==> config.mk <==
export PLATFORM = sky130hd
export DESIGN_NAME = spi_cmd_arbiter_flat
export DESIGN_NICKNAME = d
export VERILOG_FILES = /design/src/rtl/spi_cmd_arbiter_if.sv /design/src/rtl/spi_cmd_arbiter.sv /design/src/flat_wrapper.sv
export SDC_FILE = /design/constraint.sdc
export NUM_CORES = 1
export LEC_CHECK = 0
export BUFFER_PORTS_ARGS = -buffer_cell sky130_fd_sc_hd__buf_4
export CORE_MARGIN = 3
export CORE_UTILIZATION = 50
export DETAILED_ROUTE_END_ITERATION = 6
export GPL_ROUTABILITY_DRIVEN = 1
export GPL_TIMING_DRIVEN = 1
export PLACE_DENSITY = 0.87
export SLEW_MARGIN = 10
export SYNTH_ARGS = -nofsm -noshare
export SYNTH_HDL_FRONTEND = slang
export SYNTH_SLANG_ARGS = --single-unit
==> constraint.sdc <==
create_clock -name clk -period 3.1 [get_ports clk]
set_input_delay 0.775 -clock clk [delete_from_list [all_inputs] [get_ports clk]]
set_output_delay 0.775 -clock clk [all_outputs]
set_load 0.01 [all_outputs]
==> src/rtl/spi_cmd_arbiter_if.sv <==
// Bus bundle between the SPI command arbiter, its requesters and spi_master.
// The slave modport is the arbiter's view; master is the environment's view
// (requesting sequencers plus the shared spi_master).
interface spi_cmd_arbiter_if #(
  parameter int NUM_REQ         = 3,
  parameter int MOSI_DATA_WIDTH = 24,
  parameter int MISO_DATA_WIDTH = 8
);
  logic [NUM_REQ-1:0]                 i_req;
  logic [NUM_REQ-1:0]                 i_rd;
  logic [NUM_REQ*MOSI_DATA_WIDTH-1:0] i_wr_data;
  logic [NUM_REQ-1:0]                 o_grant;
  logic [NUM_REQ-1:0]                 o_done;
  logic [MISO_DATA_WIDTH-1:0]         o_rd_data;
  logic                               o_timeout;
  logic                               o_spi_wr_cmd;
  logic                               o_spi_rd_cmd;
  logic [MOSI_DATA_WIDTH-1:0]         o_spi_wr_data;
  logic [MISO_DATA_WIDTH-1:0]         i_spi_rd_data;
  logic                               i_spi_busy;
  logic                               i_spi_cs_n;
  logic [NUM_REQ-1:0]                 o_cs_n;

  modport slave (
    input  i_req, i_rd, i_wr_data, i_spi_rd_data, i_spi_busy, i_spi_cs_n,
    output o_grant, o_done, o_rd_data, o_timeout,
           o_spi_wr_cmd, o_spi_rd_cmd, o_spi_wr_data, o_cs_n
  );

  modport master (
    output i_req, i_rd, i_wr_data, i_spi_rd_data, i_spi_busy, i_spi_cs_n,
    input  o_grant, o_done, o_rd_data, o_timeout,
           o_spi_wr_cmd, o_spi_rd_cmd, o_spi_wr_data, o_cs_n
  );
endinterface

==> src/rtl/spi_cmd_arbiter.sv <==
// Round-robin arbiter/sequencer sharing one spi_master among NUM_REQ
// configuration requesters (0 = AD9517, 1 = ADC0, 2 = ADC1).
// Optional watchdog: define SPI_ARB_TIMEOUT_EN to abort transactions that
// keep the master busy for TIMEOUT_CYCLES clocks.
module spi_cmd_arbiter #(
  parameter int NUM_REQ         = 3,
  parameter int MOSI_DATA_WIDTH = 24,
  parameter int MISO_DATA_WIDTH = 8,
  parameter int TIMEOUT_CYCLES  = 4096
) (
  input  logic             clk,
  input  logic             nrst,
  spi_cmd_arbiter_if.slave bus
);
  localparam int IDXW = (NUM_REQ > 1) ? $clog2(NUM_REQ) : 1;

  typedef enum logic [2:0] {IDLE, ISSUE, WAIT_BUSY, WAIT_DONE, COMPLETE} state_t;

  state_t                     state, state_nxt;
  logic [IDXW-1:0]            last, sel, cand;
  logic                       found, any_req, rd_q, to_hit, to_q;
  logic [NUM_REQ-1:0]         grant, sel_oh;
  logic [MOSI_DATA_WIDTH-1:0] wr_data_q, sel_wr_data;
  logic [MISO_DATA_WIDTH-1:0] rd_data_q;

  function automatic logic [IDXW-1:0] wrap_inc(input logic [IDXW-1:0] v);
    return (v == IDXW'(NUM_REQ-1)) ? '0 : v + IDXW'(1);
  endfunction

  assign any_req = |bus.i_req;

  // Rotating priority: first requester found searching upward from last+1
  always_comb begin
    sel   = last;
    found = 1'b0;
    cand  = wrap_inc(last);
    for (int i = 0; i < NUM_REQ; i++) begin
      if (!found && bus.i_req[cand]) begin
        sel   = cand;
        found = 1'b1;
      end
      cand = wrap_inc(cand);
    end
  end

  // Decode the winner into a one-hot grant and pick its write word
  always_comb begin
    sel_oh      = '0;
    sel_wr_data = '0;
    for (int n = 0; n < NUM_REQ; n++) begin
      if (sel == IDXW'(n)) begin
        sel_oh[n]   = 1'b1;
        sel_wr_data = bus.i_wr_data[n*MOSI_DATA_WIDTH +: MOSI_DATA_WIDTH];
      end
    end
  end

`ifdef SPI_ARB_TIMEOUT_EN
  localparam int CW = $clog2(TIMEOUT_CYCLES+1);
  logic [CW-1:0] to_cnt;

  // Watchdog counts cycles spent waiting on the master; it is zero during
  // ISSUE, so firing at TIMEOUT_CYCLES-2 lands COMPLETE exactly
  // TIMEOUT_CYCLES cycles after the command strobe.
  always_ff @(posedge clk or negedge nrst) begin
    if (!nrst)                                       to_cnt <= '0;
    else if (state == IDLE && any_req)               to_cnt <= '0;
    else if (state == WAIT_BUSY || state == WAIT_DONE) to_cnt <= to_cnt + CW'(1);
  end

  assign to_hit = (state == WAIT_BUSY || state == WAIT_DONE) &&
                  (to_cnt == CW'(TIMEOUT_CYCLES-2));
`else
  localparam int unused_timeout = TIMEOUT_CYCLES;
  assign to_hit = 1'b0;
`endif

  // State register
  always_ff @(posedge clk or negedge nrst) begin
    if (!nrst) state <= IDLE;
    else       state <= state_nxt;
  end

  // Next-state: issue, ride out the busy window, then complete
  always_comb begin
    state_nxt = state;
    case (state)
      IDLE:      if (any_req) state_nxt = ISSUE;
      ISSUE:     state_nxt = WAIT_BUSY;
      WAIT_BUSY: if (to_hit) state_nxt = COMPLETE;
                 else if (bus.i_spi_busy) state_nxt = WAIT_DONE;
      WAIT_DONE: if (to_hit || !bus.i_spi_busy) state_nxt = COMPLETE;
      COMPLETE:  state_nxt = IDLE;
      default:   state_nxt = IDLE;
    endcase
  end

  // Grant/latch the winner's transaction, capture read data on busy fall
  always_ff @(posedge clk or negedge nrst) begin
    if (!nrst) begin
      grant     <= '0;
      last      <= IDXW'(NUM_REQ-1);
      wr_data_q <= '0;
      rd_q      <= 1'b0;
      rd_data_q <= '0;
      to_q      <= 1'b0;
    end else begin
      case (state)
        IDLE: if (any_req) begin
          grant     <= sel_oh;
          last      <= sel;
          wr_data_q <= sel_wr_data;
          rd_q      <= bus.i_rd[sel];
          to_q      <= 1'b0;
        end
        WAIT_BUSY, WAIT_DONE: begin
          if (to_hit) begin
            rd_data_q <= '1;
            to_q      <= 1'b1;
          end else if (state == WAIT_DONE && !bus.i_spi_busy && rd_q) begin
            rd_data_q <= bus.i_spi_rd_data;
          end
        end
        COMPLETE: grant <= '0;
        default: ;
      endcase
    end
  end

  assign bus.o_grant       = grant;
  assign bus.o_done        = (state == COMPLETE) ? grant : '0;
  assign bus.o_timeout     = (state == COMPLETE) && to_q;
  assign bus.o_rd_data     = rd_data_q;
  assign bus.o_spi_wr_cmd  = (state == ISSUE) && !rd_q;
  assign bus.o_spi_rd_cmd  = (state == ISSUE) && rd_q;
  assign bus.o_spi_wr_data = wr_data_q;

  // Only the owner sees the master's chip-select; everyone else stays high
  for (genvar n = 0; n < NUM_REQ; n++) begin : g_cs
    assign bus.o_cs_n[n] = grant[n] ? bus.i_spi_cs_n : 1'b1;
  end
endmodule

==> src/flat_wrapper.sv <==
// flat-port wrapper written by rule: the top's interface ports become plain ports
module spi_cmd_arbiter_flat 
#(
  parameter int NUM_REQ         = 3,
  parameter int MOSI_DATA_WIDTH = 24,
  parameter int MISO_DATA_WIDTH = 8,
  parameter int TIMEOUT_CYCLES  = 4096
)
  (clk, nrst, bus_i_req, bus_i_rd, bus_i_wr_data, bus_i_spi_rd_data, bus_i_spi_busy, bus_i_spi_cs_n, bus_o_grant, bus_o_done, bus_o_rd_data, bus_o_timeout, bus_o_spi_wr_cmd, bus_o_spi_rd_cmd, bus_o_spi_wr_data, bus_o_cs_n);
  spi_cmd_arbiter_if #(.NUM_REQ(NUM_REQ), .MOSI_DATA_WIDTH(MOSI_DATA_WIDTH), .MISO_DATA_WIDTH(MISO_DATA_WIDTH)) bus_i ();
  input  logic clk;
  input  logic nrst;
  input wire logic [$bits(bus_i.i_req)-1:0] bus_i_req;
  input wire logic [$bits(bus_i.i_rd)-1:0] bus_i_rd;
  input wire logic [$bits(bus_i.i_wr_data)-1:0] bus_i_wr_data;
  input wire logic [$bits(bus_i.i_spi_rd_data)-1:0] bus_i_spi_rd_data;
  input wire logic [$bits(bus_i.i_spi_busy)-1:0] bus_i_spi_busy;
  input wire logic [$bits(bus_i.i_spi_cs_n)-1:0] bus_i_spi_cs_n;
  output wire logic [$bits(bus_i.o_grant)-1:0] bus_o_grant;
  output wire logic [$bits(bus_i.o_done)-1:0] bus_o_done;
  output wire logic [$bits(bus_i.o_rd_data)-1:0] bus_o_rd_data;
  output wire logic [$bits(bus_i.o_timeout)-1:0] bus_o_timeout;
  output wire logic [$bits(bus_i.o_spi_wr_cmd)-1:0] bus_o_spi_wr_cmd;
  output wire logic [$bits(bus_i.o_spi_rd_cmd)-1:0] bus_o_spi_rd_cmd;
  output wire logic [$bits(bus_i.o_spi_wr_data)-1:0] bus_o_spi_wr_data;
  output wire logic [$bits(bus_i.o_cs_n)-1:0] bus_o_cs_n;
  assign bus_i.i_req = bus_i_req;
  assign bus_i.i_rd = bus_i_rd;
  assign bus_i.i_wr_data = bus_i_wr_data;
  assign bus_i.i_spi_rd_data = bus_i_spi_rd_data;
  assign bus_i.i_spi_busy = bus_i_spi_busy;
  assign bus_i.i_spi_cs_n = bus_i_spi_cs_n;
  assign bus_o_grant = bus_i.o_grant;
  assign bus_o_done = bus_i.o_done;
  assign bus_o_rd_data = bus_i.o_rd_data;
  assign bus_o_timeout = bus_i.o_timeout;
  assign bus_o_spi_wr_cmd = bus_i.o_spi_wr_cmd;
  assign bus_o_spi_rd_cmd = bus_i.o_spi_rd_cmd;
  assign bus_o_spi_wr_data = bus_i.o_spi_wr_data;
  assign bus_o_cs_n = bus_i.o_cs_n;
  spi_cmd_arbiter #(.NUM_REQ(NUM_REQ), .MOSI_DATA_WIDTH(MOSI_DATA_WIDTH), .MISO_DATA_WIDTH(MISO_DATA_WIDTH), .TIMEOUT_CYCLES(TIMEOUT_CYCLES)) u_core (.clk(clk), .nrst(nrst), .bus(bus_i));
endmodule
# --- Word-level counts from Yosys, hierarchy flattened ---
# Index checks and enable logic that the tools add are counted.
word_totals:
  latch_bits: 0
  rom_bits: 0
  n_memories: 0
  output_inout_bits: 44
  word_cells: 76
  mem_bits_rw: 0
  register_bits: 41
  inputBits: 90
classes:
  div_mod_pow: 0
  n_bitwise: 0
  n_shift: 0
  n_lt_le_gt_ge: 4
  n_reduce_logical: 19
  mux: 32
  add_sub_neg: 3
  mul: 0
  n_eq_ne: 12
ops:
  columns: ["operator", "count"]
  rows:
  - ["2-to-1 mux 24 bit", 3]
  - ["2-to-1 mux 3 bit", 5]
  - ["< comparator 2 x 3 -> 1 bit (second input constant)", 4]
  - ["2-to-1 mux 1 bit", 12]
  - ["2-to-1 mux 2 bit", 6]
  - ["case mux 3 bit (4 select lines)", 1]
  - ["binary-select mux 1 bit (select 2 bit)", 4]
  - ["equality test 2 bit (second input constant)", 4]
  - ["adder 2 x 1 -> 2 bit (second input constant)", 3]
  - ["equality test 3 x 2 -> 1 bit (second input constant)", 2]
  - ["logical AND 1 bit", 6]
  - ["case mux 3 bit (2 select lines)", 1]
  - ["AND reduction 2 bit", 3]
  - ["zero test 1 bit", 4]
  - ["inequality test 2 bit (second input constant)", 2]
  - ["equality test 3 x 1 -> 1 bit (second input constant)", 1]
  - ["equality test 3 bit (second input constant)", 1]
  - ["zero test 3 bit", 1]
  - ["AND reduction 3 bit", 1]
  - ["OR reduction 3 bit", 1]
  - ["equality test 2 x 1 -> 1 bit (second input constant)", 1]
  - ["zero test 2 bit", 1]
  - ["inequality test 2 x 1 -> 1 bit (second input constant)", 1]
  - ["nonzero test 2 bit", 1]
  - ["OR reduction 2 bit", 1]

# --- Longest topological paths before layout ---
depth:
  depth_word: 15
  mapped_depth: 7
  ltp_nobuf: 4

# --- Worst setup path after synthesis ---
# Ideal clock, no wire load.
synth_path:
  path_type: "input to register"
  from: "input bus_i_req[2]"
  to: "register u_core.wr_data_q[13], in the netlist u_core.bus.o_spi_wr_data[13]"
  arrival_ns: 1.934
  t_required_ns: 2.978
  setup_time_ns: 0.122
  n_path_buf: 1
  setup_slack_ns: 1.045
  cell_stages: 5
  path_cell_list: "or3b_1 -> buf_6 -> a21boi_4 -> o221a_1 -> a32o_1"
synth_between:
  elab_chain_cells: 13
  word_cells_on_any_way: 23
  classes_between: "2 x eq/ne; 14 x mux; 7 x reduce/logical"
synth_rtl:
  columns: ["item", "line_no", "rtl"]
  rows:
  - ["start, declared", "flat_wrapper.sv:13", "input wire logic [$bits(bus_i.i_req)-1:0] bus_i_req;"]
  - ["binary-select mux 1 bit (select 2 bit)", "spi_cmd_arbiter.sv:38", "if (!found && bus.i_req[cand]) begin"]
  - ["2-to-1 mux 1 bit (implied by the code)", "spi_cmd_arbiter.sv:38", null]
  - ["2-to-1 mux 1 bit", "spi_cmd_arbiter.sv:38", null]
  - ["zero test 1 bit", "spi_cmd_arbiter.sv:38", null]
  - ["logical AND 1 bit", "spi_cmd_arbiter.sv:38", null]
  - ["2-to-1 mux 1 bit", "spi_cmd_arbiter.sv:38", null]
  - ["zero test 1 bit", "spi_cmd_arbiter.sv:38", null]
  - ["logical AND 1 bit", "spi_cmd_arbiter.sv:38", null]
  - ["2-to-1 mux 2 bit", "spi_cmd_arbiter.sv:38", null]
  - ["zero test 2 bit", "spi_cmd_arbiter.sv:51", "if (sel == IDXW'(n)) begin"]
  - ["2-to-1 mux 24 bit (3 in series)", "spi_cmd_arbiter.sv:51", null]
  - ["end signal, assigned", "spi_cmd_arbiter.sv:112", "wr_data_q <= sel_wr_data;"]
  - ["end, declared", "spi_cmd_arbiter.sv:23", "logic [MOSI_DATA_WIDTH-1:0] wr_data_q, sel_wr_data;"]
# Parallel ways exist; a longest one is shown, timed or not. The select of a mux whose other input is x is not followed.
# A chain may end at the register's enable or synchronous reset.

# --- Worst setup path after layout ---
layout_path:
  from: "register u_core.last[1]"
  to: "register u_core.wr_data_q[22], in the netlist u_core.bus.o_spi_wr_data[22]"
layout_between:
  elab_chain_cells: 15
  word_cells_on_any_way: 30
  classes_between: "3 x add/sub; 5 x eq/ne; 17 x mux; 5 x reduce/logical"
layout_rtl:
  columns: ["item", "line_no", "rtl"]
  rows:
  - ["start, declared", "spi_cmd_arbiter.sv:20", "logic [IDXW-1:0] last, sel, cand;"]
  - ["start signal, assigned", "spi_cmd_arbiter.sv:102", "last <= IDXW'(NUM_REQ-1);"]
  - ["start signal, assigned", "spi_cmd_arbiter.sv:111", "last <= sel;"]
  - ["branches (longest 10 deep; another with adder 2 x 1 -> 2 bit)", null, null]
  - ["2-to-1 mux 2 bit *", "spi_cmd_arbiter.sv:38", null]
  - ["zero test 2 bit", "spi_cmd_arbiter.sv:51", null]
  - ["2-to-1 mux 24 bit (2 in series)", "spi_cmd_arbiter.sv:51", null]
  - ["2-to-1 mux 24 bit *", "spi_cmd_arbiter.sv:51", null]
# Every way passes the cells marked *. The select of a mux whose other input is x is not followed.

==> metrics.md <==
| Metric | Value |
|---|---|
| Antenna diodes | 0 |
| Pint | 1875 uW |
| Netlist Area Pre-Place | 0.002640 mm^2 |
| Met3 wire len | 883 um |
| Max-slew violation count | 0 |
| Reg-to-reg endpoint | u_core.bus.o_spi_wr_data[22] |
| Max Cap Viol | 0 |
| Clock network latency to the later pin of the worst-skew pair | 300 ps |
| Cts hold-fix bufs | 0 |
| Total GRT Usage | 0.2718 |
| Worst Reg-to-Reg Cells | 4 |
| Syn nets | 388 |
| Sw Pwr | 1217 uW |
| Avg Cell Area, Syn | 8.859 um^2 |
| NumNets Final | 503 |
| Die Y | 78.67 um |
| Largest net degree at the start of global routing | 42 |
| Minimum clock period | 2323 ps |
| Post-DP HPWL | 6031 um |
| DR iter-0 viols | 201 |
| Hold Crit Class | in2async |
| Leakage | 0.001694 uW |
| Reg-to-reg setup timing slack | 780 ps |
| Power per cell area | 829.7 mW/mm^2 |
| Worst Tran Pin Value | 636.3 ps |
| Clock Skews | 12.61 ps |
| Die Footprint | 0.006188 mm^2 |
| Switching Share | 0.3936 |
| Slew margin rel. | 0.5726 |
| Clk pwr share | 0.148 |
| Vias in the first global route | 2714 |
| Port buffer count | 132 |
| Top-Level Pins | 134 |
| Final ANT Viol Nets | 0 |
| Fmax | 0.4305 GHz |
| Root buffer cell | clkbuf_8 |
| Library cells used by synthesis | 43 |
| Critical path class | reg2reg |
| Core area | 0.004911 mm^2 |
| Seq/Total Area, Yosys | 0.3891 |
| YS warnings | 0 |
| Crit path DAT | 2500 ps |
| Inserted Clock Buffers | 5 |
| R2R Path Start | u_core.last[1] |
| Design Area, Final | 0.003726 mm^2 |
| Period utilisation layout | 0.7493 |
| Via count | 2810 |
| Initial Utilization | 0.5376 |
| First-pass GRT wire length | 13460 um |
| Cts repair resizes | 0 |
| Combinational Power Share | 0.510 |
| # setup viols final | 0 |
| # clock sinks | 41 |
| WL met2 | 4029 um |
| Yosys reg bits | 41 |
| Overflow after GRT | 0 |
| Vias/cell | 5.842 |
| Routed WL | 8283 um |
| First-pass DRT Iterations | 4 |
| Status | complete, no violations |
| CTS tree | built |
| Endpoints failing hold | 0 |
| Antenna violations before repair | 0 |
| RD Place Congestion | 0.9040 |
| Clock H-tree levels | 2 |
| Crit start category | flop |
| Worst EP required | 3280 ps |
| Register share of total power | 0.342 |
| Synth Instances | 298 |
| # DRC | 0 |
| Setup TNS | 0 ps |
| Placed Area | 0.003606 mm^2 |
| RSZ-0062 raised after global routing | false |
| WL/cell | 17.22 um |
| Max layer used | met4 |
| Area Growth Syn to Fin | 41.14% |
| Die width | 78.67 um |
| Post-CTS Setup Inserts | 0 |
| M1 WL | 3234 um |
| Clk buf depth | 2 |
| Worst Path Max Fanout | 41 |
| Cell row count | 25 |
| Share of layout cells above drive strength 1 | 0.3865 |
| Clock Pin Slew Worst Setup and Hold Paths | 80 ps |
| Critical Path End Type | flop |
| Peak supply drop | 0.4325 mV |
[cell usage in the layout, fill, tap and decap left out, types with 2 or more instances in the layout]
cell type and n:
o221a_1 7, a22oi_1 2, o21ai_1 14, o21bai_1 16
a32oi_1 16, o21ai_0 45, nand2b_1 13, nand2_1 23
clkbuf_8 6, buf_4 137, a31oi_1 2, or4_1 2
and3_1 3, nand3_1 4, nor2_1 27, nor2b_1 19
a32o_1 7, dfrtp_1 40, mux2_2 8
[state kept, by name, indices dropped and copies added (netlist names)]
signal / cells
u_core.bus.o_grant: 3
u_core.state: 3
u_core.bus.o_rd_data: 8
u_core.bus.o_spi_wr_data: 24
u_core.rd_q: 1
u_core.last: 2
[critical path: stages, from the launching register on]
cell,delay (ps)
dfstp_2,940
nand2b_1,380
o211a_1,560
nand2b_1,230
a31oi_1,90
[cells by family (layout without fill, tap and decap cells)]
| logic type | count (synthesis) | after routing | share of synthesized area |
|---|---|---|---|
| DFF | 41 | 41 | 0.3891 |
| buffers and inverters | 30 | 146 | 0.05687 |
| and+or+nand+nor | 102 | 102 | 0.2071 |
| muxes | 9 | 9 | 0.03934 |
| other | 1 | 1 | 0.001420 |
| AOI/OAI and AO/OA | 115 | 115 | 0.3062 |
[power groups by stage]
stage          Combinational [uW]  Clock (uW)  Sequential, uW
2_1_floorplan                 934           0            1040
3_3_place_gp                 1540           0            1050
3_5_place_dp                 1590           0            1060
4_1_cts                      1590         465            1050
5_1_grt                      1740         487            1100
6_report                     1580         458            1060
[layout make-up]
cell class	instances	area, um^2
fillers	371	1185
multi-input cells	227	1463
flip-flops and latches	41	1027
clock inverters	2	37.54
repair buffers	137	1028
inverters	1	3.754
well taps	67	83.83
clock buffers	6	82.58
[synth_stat cells, drive strengths merged]
cell type,n,area share
nor2,27,0.038
inv,1,0.0014
and3,3,0.0071
nand3,4,0.0076
and3b,1,0.0033
a32oi,16,0.053
nor4,1,0.0081
a32o,7,0.027
nand3b,1,0.0028
nor3,2,0.0057
o211ai,1,0.0028
buf,13,0.033
o21ai,59,0.11
nor4b,1,0.0033
dfstp,1,0.010
o221a,7,0.030
mux2,8,0.034
a21boi,1,0.0071
o21bai,16,0.045
a22oi,2,0.0057
a211oi,1,0.0028
o211a,1,0.0038
dfrtp,40,0.38
conb,1,0.0014
or4b,1,0.0038
and2,1,0.0024
a31oi,2,0.0047
nand2b,13,0.031
or3b,2,0.0066
or4,2,0.0057
o2bb2ai,1,0.010
nand2,23,0.033
mux2i,1,0.0052
a21oi,1,0.0019
nor4bb,1,0.0038
clkbuf,16,0.023
nor2b,19,0.045
[worst max path at each step]
stage	start	endpoint	slack (ps)	depth (start not counted)
finish	u_core.last[1]	u_core.bus.o_spi_wr_data[22]	780	4
global route	u_core.last[1]	u_core.bus.o_spi_wr_data[0]	570	4
CTS	u_core.last[1]	u_core.bus.o_spi_wr_data[22]	780	4
detailed placement	bus_i_req[2]	u_core.rd_q	650	6
global placement	bus_i_req[2]	u_core.bus.o_spi_wr_data[22]	680	6
floorplan	bus_i_req[2]	u_core.bus.o_spi_wr_data[13]	1040	5
[per-stage QoR]
step | setup slack (ps) | power [uW] | std cells | utilization | hold WS, ps
3_5_place_dp | 652.4 | 2649 | 473 | 0.7343 | 480.5
3_3_place_gp | 683.5 | 2583 | 473 | 0.7343 | 471.9
2_1_floorplan | 1045 | 1978 | 298 | - | 479.4
4_1_cts | 778.1 | 3110 | 481 | 0.7587 | 468.7
5_1_grt | 565.8 | 3319 | 481 | 0.7587 | 488.7
6_report | 777.2 | 3092 | 481 | 0.7587 | 452.6
[routing by layer]
| metal | GRT usage | vias up |
|---|---|---|
| met3 | 0.06881 | 14 |
| li1 | - | 1323 |
| met5 | 0 | - |
| met2 | 0.4482 | 142 |
| met1 | 0.3477 | 1331 |
| met4 | 0.08916 | 0 |
No activity file was read; power rests on OpenSTA's default activity.
